--- config.mk ---
export PLATFORM = sky130hd
export DESIGN_NAME = fetch_inst_queue_flat
export DESIGN_NICKNAME = d
export VERILOG_FILES = /design/src/rtl/fetch_inst_queue_if.sv /design/src/rtl/fetch_inst_queue.sv /design/src/flat_wrapper.sv
export SDC_FILE = /design/constraint.sdc
export NUM_CORES = 2
export LEC_CHECK = 0
export ABC_CLOCK_PERIOD_IN_PS = 12400
export CAP_MARGIN = 30
export CORE_MARGIN = 2
export CORE_UTILIZATION = 63
export CTS_BUF_LIST = sky130_fd_sc_hd__clkbuf_8
export DETAILED_ROUTE_END_ITERATION = 12
export PLACE_DENSITY = 0.83
export SYNTH_ARGS = -nofsm -noshare
export SYNTH_HDL_FRONTEND = slang
export SYNTH_SLANG_ARGS = --single-unit
export TNS_END_PERCENT = 30
--- constraint.sdc ---
create_clock -name clk -period 12.4 [get_ports clk]
set_input_delay 3.72 -clock clk [delete_from_list [all_inputs] [get_ports clk]]
set_output_delay 3.72 -clock clk [all_outputs]
set_load 0.02 [all_outputs]
--- src/rtl/fetch_inst_queue_if.sv ---
// Handshake bundle between the fetch stage, the instruction queue and dual-issue decode.
// The queue side uses the slave modport; the driving environment uses master.
interface fetch_inst_queue_if #(
  parameter int PTR_W = 4
);
  logic             flush;
  logic             in_valid_1;
  logic [31:0]      in_pc_1;
  logic [31:0]      in_inst_1;
  logic             in_valid_2;
  logic [31:0]      in_pc_2;
  logic [31:0]      in_inst_2;
  logic             full;
  logic             out_valid_1;
  logic [31:0]      out_pc_1;
  logic [31:0]      out_inst_1;
  logic             out_valid_2;
  logic [31:0]      out_pc_2;
  logic [31:0]      out_inst_2;
  logic             out_ready_1;
  logic             out_ready_2;
  logic [PTR_W:0]   count;

  modport master (
    output flush, in_valid_1, in_pc_1, in_inst_1, in_valid_2, in_pc_2, in_inst_2,
    output out_ready_1, out_ready_2,
    input  full, out_valid_1, out_pc_1, out_inst_1, out_valid_2, out_pc_2, out_inst_2, count
  );

  modport slave (
    input  flush, in_valid_1, in_pc_1, in_inst_1, in_valid_2, in_pc_2, in_inst_2,
    input  out_ready_1, out_ready_2,
    output full, out_valid_1, out_pc_1, out_inst_1, out_valid_2, out_pc_2, out_inst_2, count
  );
endinterface

--- src/rtl/fetch_inst_queue.sv ---
// Two-in/two-out circular instruction queue between fetch and dual-issue decode.
// Optional same-cycle empty-queue bypass is enabled by defining INSTQ_BYPASS_EN.
module fetch_inst_queue #(
  parameter int DEPTH = 16,
  parameter int PTR_W = 4
) (
  input  logic              clk,
  input  logic              resetn,
  fetch_inst_queue_if.slave q
);
  localparam logic [PTR_W:0] FULL_LIMIT = (PTR_W+1)'(DEPTH - 2);

  // Pointers carry one extra bit so that full (count=DEPTH) and empty differ.
  logic [PTR_W:0]   r_head;
  logic [PTR_W:0]   r_tail;
  logic [31:0]      r_pc   [DEPTH];
  logic [31:0]      r_inst [DEPTH];

  logic [PTR_W:0]   w_count;
  logic             w_full;
  logic [PTR_W-1:0] w_tail_idx;
  logic [PTR_W-1:0] w_tail_idx_1;
  logic             w_wr_1;
  logic             w_wr_2;
  logic [1:0]       w_nwr;
  logic [1:0]       w_nrd;

  logic [1:0]       w_stored_valid;
  logic [31:0]      w_stored_pc   [2];
  logic [31:0]      w_stored_inst [2];
  logic [1:0]       w_slot_valid;
  logic [31:0]      w_slot_pc     [2];
  logic [31:0]      w_slot_inst   [2];

  assign w_count      = r_tail - r_head;
  assign w_full       = (w_count > FULL_LIMIT);
  assign w_tail_idx   = r_tail[PTR_W-1:0];
  assign w_tail_idx_1 = w_tail_idx + PTR_W'(1);

  // Full is judged on registered occupancy only; a same-cycle pop does not rescue a write.
  assign w_wr_1 = q.in_valid_1 & ~w_full & ~q.flush;
  assign w_wr_2 = w_wr_1 & q.in_valid_2;
  assign w_nwr  = 2'(w_wr_1) + 2'(w_wr_2);

  for (genvar gi = 0; gi < 2; gi++) begin : g_slot
    logic [PTR_W-1:0] w_idx;
    assign w_idx              = r_head[PTR_W-1:0] + PTR_W'(gi);
    assign w_stored_valid[gi] = (w_count > (PTR_W+1)'(gi));
    assign w_stored_pc[gi]    = r_pc[w_idx];
    assign w_stored_inst[gi]  = r_inst[w_idx];
  end

  always_comb begin
    w_slot_valid = w_stored_valid;
    w_slot_pc    = w_stored_pc;
    w_slot_inst  = w_stored_inst;
`ifdef INSTQ_BYPASS_EN
    // Empty queue: present fetch data directly; consumed entries still advance head past them.
    if (w_count == '0 && !q.flush) begin
      w_slot_valid   = {q.in_valid_1 & q.in_valid_2, q.in_valid_1};
      w_slot_pc[0]   = q.in_pc_1;
      w_slot_pc[1]   = q.in_pc_2;
      w_slot_inst[0] = q.in_inst_1;
      w_slot_inst[1] = q.in_inst_2;
    end
`endif
  end

  assign w_nrd = 2'(q.out_ready_1 & w_slot_valid[0])
               + 2'(q.out_ready_1 & q.out_ready_2 & w_slot_valid[1]);

  always_ff @(posedge clk) begin
    if (!resetn || q.flush) begin
      r_head <= '0;
      r_tail <= '0;
    end else begin
      r_head <= r_head + (PTR_W+1)'(w_nrd);
      r_tail <= r_tail + (PTR_W+1)'(w_nwr);
    end
  end

  always_ff @(posedge clk) begin
    if (w_wr_1) begin
      r_pc[w_tail_idx]   <= q.in_pc_1;
      r_inst[w_tail_idx] <= q.in_inst_1;
    end
    if (w_wr_2) begin
      r_pc[w_tail_idx_1]   <= q.in_pc_2;
      r_inst[w_tail_idx_1] <= q.in_inst_2;
    end
  end

  assign q.count       = w_count;
  assign q.full        = w_full;
  assign q.out_valid_1 = w_slot_valid[0];
  assign q.out_valid_2 = w_slot_valid[1];
  assign q.out_pc_1    = w_slot_valid[0] ? w_slot_pc[0]   : 32'h0;
  assign q.out_inst_1  = w_slot_valid[0] ? w_slot_inst[0] : 32'h0;
  assign q.out_pc_2    = w_slot_valid[1] ? w_slot_pc[1]   : 32'h0;
  assign q.out_inst_2  = w_slot_valid[1] ? w_slot_inst[1] : 32'h0;
endmodule

--- src/flat_wrapper.sv ---
// flat-port wrapper written by rule: the top's interface ports become plain ports
module fetch_inst_queue_flat 
#(
  parameter int DEPTH = 16,
  parameter int PTR_W = 4
)
  (clk, resetn, q_flush, q_in_valid_1, q_in_pc_1, q_in_inst_1, q_in_valid_2, q_in_pc_2, q_in_inst_2, q_out_ready_1, q_out_ready_2, q_full, q_out_valid_1, q_out_pc_1, q_out_inst_1, q_out_valid_2, q_out_pc_2, q_out_inst_2, q_count);
  fetch_inst_queue_if #(.PTR_W(PTR_W)) q_i ();
  input  logic clk;
  input  logic resetn;
  input wire logic [$bits(q_i.flush)-1:0] q_flush;
  input wire logic [$bits(q_i.in_valid_1)-1:0] q_in_valid_1;
  input wire logic [$bits(q_i.in_pc_1)-1:0] q_in_pc_1;
  input wire logic [$bits(q_i.in_inst_1)-1:0] q_in_inst_1;
  input wire logic [$bits(q_i.in_valid_2)-1:0] q_in_valid_2;
  input wire logic [$bits(q_i.in_pc_2)-1:0] q_in_pc_2;
  input wire logic [$bits(q_i.in_inst_2)-1:0] q_in_inst_2;
  input wire logic [$bits(q_i.out_ready_1)-1:0] q_out_ready_1;
  input wire logic [$bits(q_i.out_ready_2)-1:0] q_out_ready_2;
  output wire logic [$bits(q_i.full)-1:0] q_full;
  output wire logic [$bits(q_i.out_valid_1)-1:0] q_out_valid_1;
  output wire logic [$bits(q_i.out_pc_1)-1:0] q_out_pc_1;
  output wire logic [$bits(q_i.out_inst_1)-1:0] q_out_inst_1;
  output wire logic [$bits(q_i.out_valid_2)-1:0] q_out_valid_2;
  output wire logic [$bits(q_i.out_pc_2)-1:0] q_out_pc_2;
  output wire logic [$bits(q_i.out_inst_2)-1:0] q_out_inst_2;
  output wire logic [$bits(q_i.count)-1:0] q_count;
  assign q_i.flush = q_flush;
  assign q_i.in_valid_1 = q_in_valid_1;
  assign q_i.in_pc_1 = q_in_pc_1;
  assign q_i.in_inst_1 = q_in_inst_1;
  assign q_i.in_valid_2 = q_in_valid_2;
  assign q_i.in_pc_2 = q_in_pc_2;
  assign q_i.in_inst_2 = q_in_inst_2;
  assign q_i.out_ready_1 = q_out_ready_1;
  assign q_i.out_ready_2 = q_out_ready_2;
  assign q_full = q_i.full;
  assign q_out_valid_1 = q_i.out_valid_1;
  assign q_out_pc_1 = q_i.out_pc_1;
  assign q_out_inst_1 = q_i.out_inst_1;
  assign q_out_valid_2 = q_i.out_valid_2;
  assign q_out_pc_2 = q_i.out_pc_2;
  assign q_out_inst_2 = q_i.out_inst_2;
  assign q_count = q_i.count;
  fetch_inst_queue #(.DEPTH(DEPTH), .PTR_W(PTR_W)) u_core (.clk(clk), .resetn(resetn), .q(q_i));
endmodule
==> results.md <==
Routing:
- Wires add up to 186000 um.
- The number of remaining DRC errors is 0.
- After detailed routing, the average wire length per cell comes to 36.7 um.
- In this run the remaining antenna-violating nets after routing total 0.
- For this block, the initial DRC count from the detailed router was 6187.
- Detailed routing inserted a total of 38800 vias.
- For this run, the detailed router's first-pass iteration total came to 5.
- Using the TritonRoute via totals, the vias-per-cell ratio works out to between 7 and 8.

Synthesis:
- The cell type contributing the most total cell area after synthesis is sky130_fd_sc_hd__edfxtp_1.
- The proportion of synthesized flip-flops having asynchronous set or reset is 0%.
- When the netlist entered floorplanning its net count stood at 3660.
- Yosys attributes the largest share of cell area to sky130_fd_sc_hd__edfxtp_1, sky130_fd_sc_hd__mux4_2, sky130_fd_sc_hd__mux2_2, sky130_fd_sc_hd__a211oi_1, sky130_fd_sc_hd__clkbuf_1.
- The gate count of the mapped netlist is 3513.
- The most used flip-flop cell after synthesis is sky130_fd_sc_hd__edfxtp_1.
- sky130_fd_sc_hd__edfxtp_1 is the most common cell in the netlist.
- The post-synthesis instance area is 60600 um2.
- Yosys printed 0 warnings.
- The number of synthesized register bits is 1034.
- The share of the synthesized area in the top cell type is 50.7%.
- Yosys mapped a number of flops with a built-in enable equal to 1024.
- Summing the sequential cell areas from Yosys gives 51.0% of the chip area.
- A synthesized cell averages approximately 17 um2.
- Ranked by instance count, the synthesized netlist is headed by sky130_fd_sc_hd__edfxtp_1, sky130_fd_sc_hd__mux2_2, sky130_fd_sc_hd__mux4_2, sky130_fd_sc_hd__clkbuf_1, sky130_fd_sc_hd__a211oi_1.
- The synthesized netlist contains 43 unique library cells.

Floorplan:
- The initial cell density of the core is 63.7%.
- The area of the die is 98800 um2.
- The total area inside the core boundary comes to ~95000 um2.
- Measured along the x axis, the die boundary spans 314 um.
- The I/O pin total is around 270.
- The die boundary height is approximately 310 um.
- The number of placement rows is 113.

Timing:
- The share of the cycle needed by the critical path after routing is 79.2%.
- The count of endpoints failing hold in the final timing report is 0.
- The final setup slack of the worst path is 2.58 ns.
- The worst-case clock skew is 0.0406 ns.
- The final number of setup-violating endpoints is 0.
- The timing-limited maximum frequency is a little over 100 MHz.
- For the pin with the worst max-slew slack, the measured transition is 1.15 ns.
- Setup repair after global routing left no endpoint under its margin.
- The sum of negative setup slack is 0 ns.
- The worst max-slew margin expressed relative to the limit is 23.0%.
- The final period demand of the worst path is 9.82 ns.
- The number of max-slew violations in the final report is 0.

Power and ir drop:
- The leakage power is 20.6 nW.
- The highest ir drop seen on vdd is 0.000164 V.
- For this design the ratio of total power to cell area is 157 nW/um2.

Run:
- The total of max-cap violations is 0.

Clocking:
- The post-CTS setup buffer count is 0.
- The maximum number of buffers from clock root to sink is 3.
- Clock latency on the worst-skew pair, taken at its later pin, is 0.86 ns.
- For this design, the CTS-stage hold fixing added 0 buffers.
- The maximum level of the CTS H-tree is 4.
- The tree built by TritonCTS fans out to 1034 sinks.
- The clock root buffer is sky130_fd_sc_hd__clkbuf_8.
- The number of gates resized after CTS was 0.
- The clock transition at the registers of the reported paths is around 0.060 ns.
- The CTS buffer count is 171.
- The clock tree from TritonCTS is yes.

Min path:
- The path type of the worst min-delay path is reg -> reg.

Global routing:
- The total congestion overflow after global routing is 0.
- The initial antenna violation count is 32.
- Entering global routing, the biggest net connects about 120 pins.
- The first global-routing pass estimated 266000 um of wire.
- The via count of the first global-routing pass was about 39000.
- For this run, the total global-route usage over all layers was measured as 37.6%.

Setup path:
- The setup path with the least slack is of type reg -> out.
- STA classifies the critical path endpoint as a primary output.
- The most numerous cell type found on the critical path is sky130_fd_sc_hd__buf_4.
- The number of buffers and inverters on the critical path is 4.
- The family of cells with the greatest summed delay on the critical path is buffers and inverters.
- In this run the worst path has a maximum fanout of 51.
- The critical path's slowest cell is sky130_fd_sc_hd__a211oi_1.
- Data on the critical path is required at its endpoint by 8.68 ns.
- For the worst setup path, the data arrival time is slightly above 6 ns.
- The largest stage delay on the critical path is between 0.8 and 0.9 ns.
- The worst setup path is launched from a flop.
- The critical path goes through buf_4 > nand3_1 > xnor2_2 > buf_4 > buf_4 > a211oi_1 > a211oi_1 > clkdlybuf4s50_1.

Placement:
- Once detailed placement completed, the half-perimeter wirelength came to about 100000 um.
- The final RePlAce weighted congestion is 0.868.
- OpenSTA, run right after detailed placement, puts the worst setup slack at 3.54 ns.
- During placement, the flow inserted port buffers numbering 270.

Finish:
- Compared with the post-synthesis result, the final layout area differs by 11.2%.
- The fraction of final layout cells with drive strength greater than 1 is between 40% and 50%.
- The net total in the final layout is 3785.

Outcome:
- The run finished with clean final reports.
==> per-stage QoR <==
step | hold slack, ns | total power [W] | instances | utilization (%) | area, um2
after global routing | 0.597 | 0.0109 | 5056 | 70.9 | 67400
after floorplan | 0.492 | 0.00640 | 3513 | - | 60600
after global placement | 0.517 | 0.00774 | 4722 | 67.4 | 64100
after CTS | 0.556 | 0.0106 | 5039 | 70.8 | 67300
final | 0.567 | 0.0106 | 5066 | 70.9 | 67500
after detailed placement | 0.537 | 0.00781 | 4727 | 67.5 | 64200
==> kinds of logic after synthesis <==
kind of cell	synth area share [%]
DFF	51.0
muxes	41.5
AOI/OAI and AO/OA	1.75
and+or+nand+nor	2.41
adders and majority gates	0.285
xor gates and xnor gates	0.144
buffers and inverters	2.92
==> layer usage <==
layer | track usage (%) | vias to the layer above | wire length [um]
li1 | - | 14900 | -
met1 | 50.1 | 20000 | 63800
met2 | 58.2 | 3398 | 88300
met3 | 11.1 | 567 | 26100
met4 | 16.2 | 14 | 7500
met5 | 0 | - | 79
==> power by group <==
group          total (W)  leakage [nW]  switching (W)  internal (W)
clock            0.00281          1.80        0.00144       0.00136
sequential       0.00394          9.32      0.0000397       0.00390
combinational    0.00385          9.47        0.00202       0.00182
total             0.0106          20.6        0.00350       0.00708
==> worst reg2reg max path: cells and delay by family (launching register included) <==
| kind | cells | cell delay, ns |
|---|---|---|
| buffers and inverters | 4 | 2.10 |
| and+or+nand+nor | 2 | 1.18 |
| DFF | 1 | 0.79 |
| adders and majority gates | 1 | 0.52 |
| muxes | 1 | 0.45 |
| xor gates and xnor gates | 1 | 0.27 |
| AOI/OAI and AO/OA | 1 | 0.13 |
==> state kept, by name, summed over array words and instances (netlist names) <==
name	count
u_core.r_tail	5
u_core.r_head	5
u_core.r_pc	512
u_core.r_inst	512
==> final timing paths <==
path / slack (ns) / to / cells past startpoint / start
max: 2.58 / q_out_pc_2[31] / 8 / u_core.r_head[1]
min: 0.57 / u_core.r_tail[4] / 2 / u_core.r_tail[4]
max reg2reg: 6.69 / u_core.r_pc[7][17] / 10 / u_core.r_head[1]
min reg2reg: 0.57 / u_core.r_tail[4] / 2 / u_core.r_tail[4]
==> cell usage in the layout (no fill, tap or decap), drive strengths merged, types with 17 or more instances in the layout <==
| cell | instances |
|---|---|
| inv | 82 |
| and2 | 68 |
| clkdlybuf4s50 | 270 |
| buf | 99 |
| diode | 24 |
| mux4 | 576 |
| nor4 | 17 |
| mux2i | 64 |
| clkbuf | 175 |
| edfxtp | 1024 |
| nor2b | 67 |
| mux2 | 1024 |
| a211oi | 128 |
| nor2 | 23 |
| clkinv | 65 |
==> area by class of cell <==
type | instances | area [um2]
inverter | 14 | 57.6
sequential | 1034 | 31000
antenna | 24 | 60.1
timing repair buffer | 369 | 3610
multi-input combinational | 2048 | 28100
fill | 5903 | 27700
clock inverter | 137 | 692
clock buffer | 175 | 2410
tap | 1265 | 1580
No activity file was read; power rests on OpenSTA's default activity.
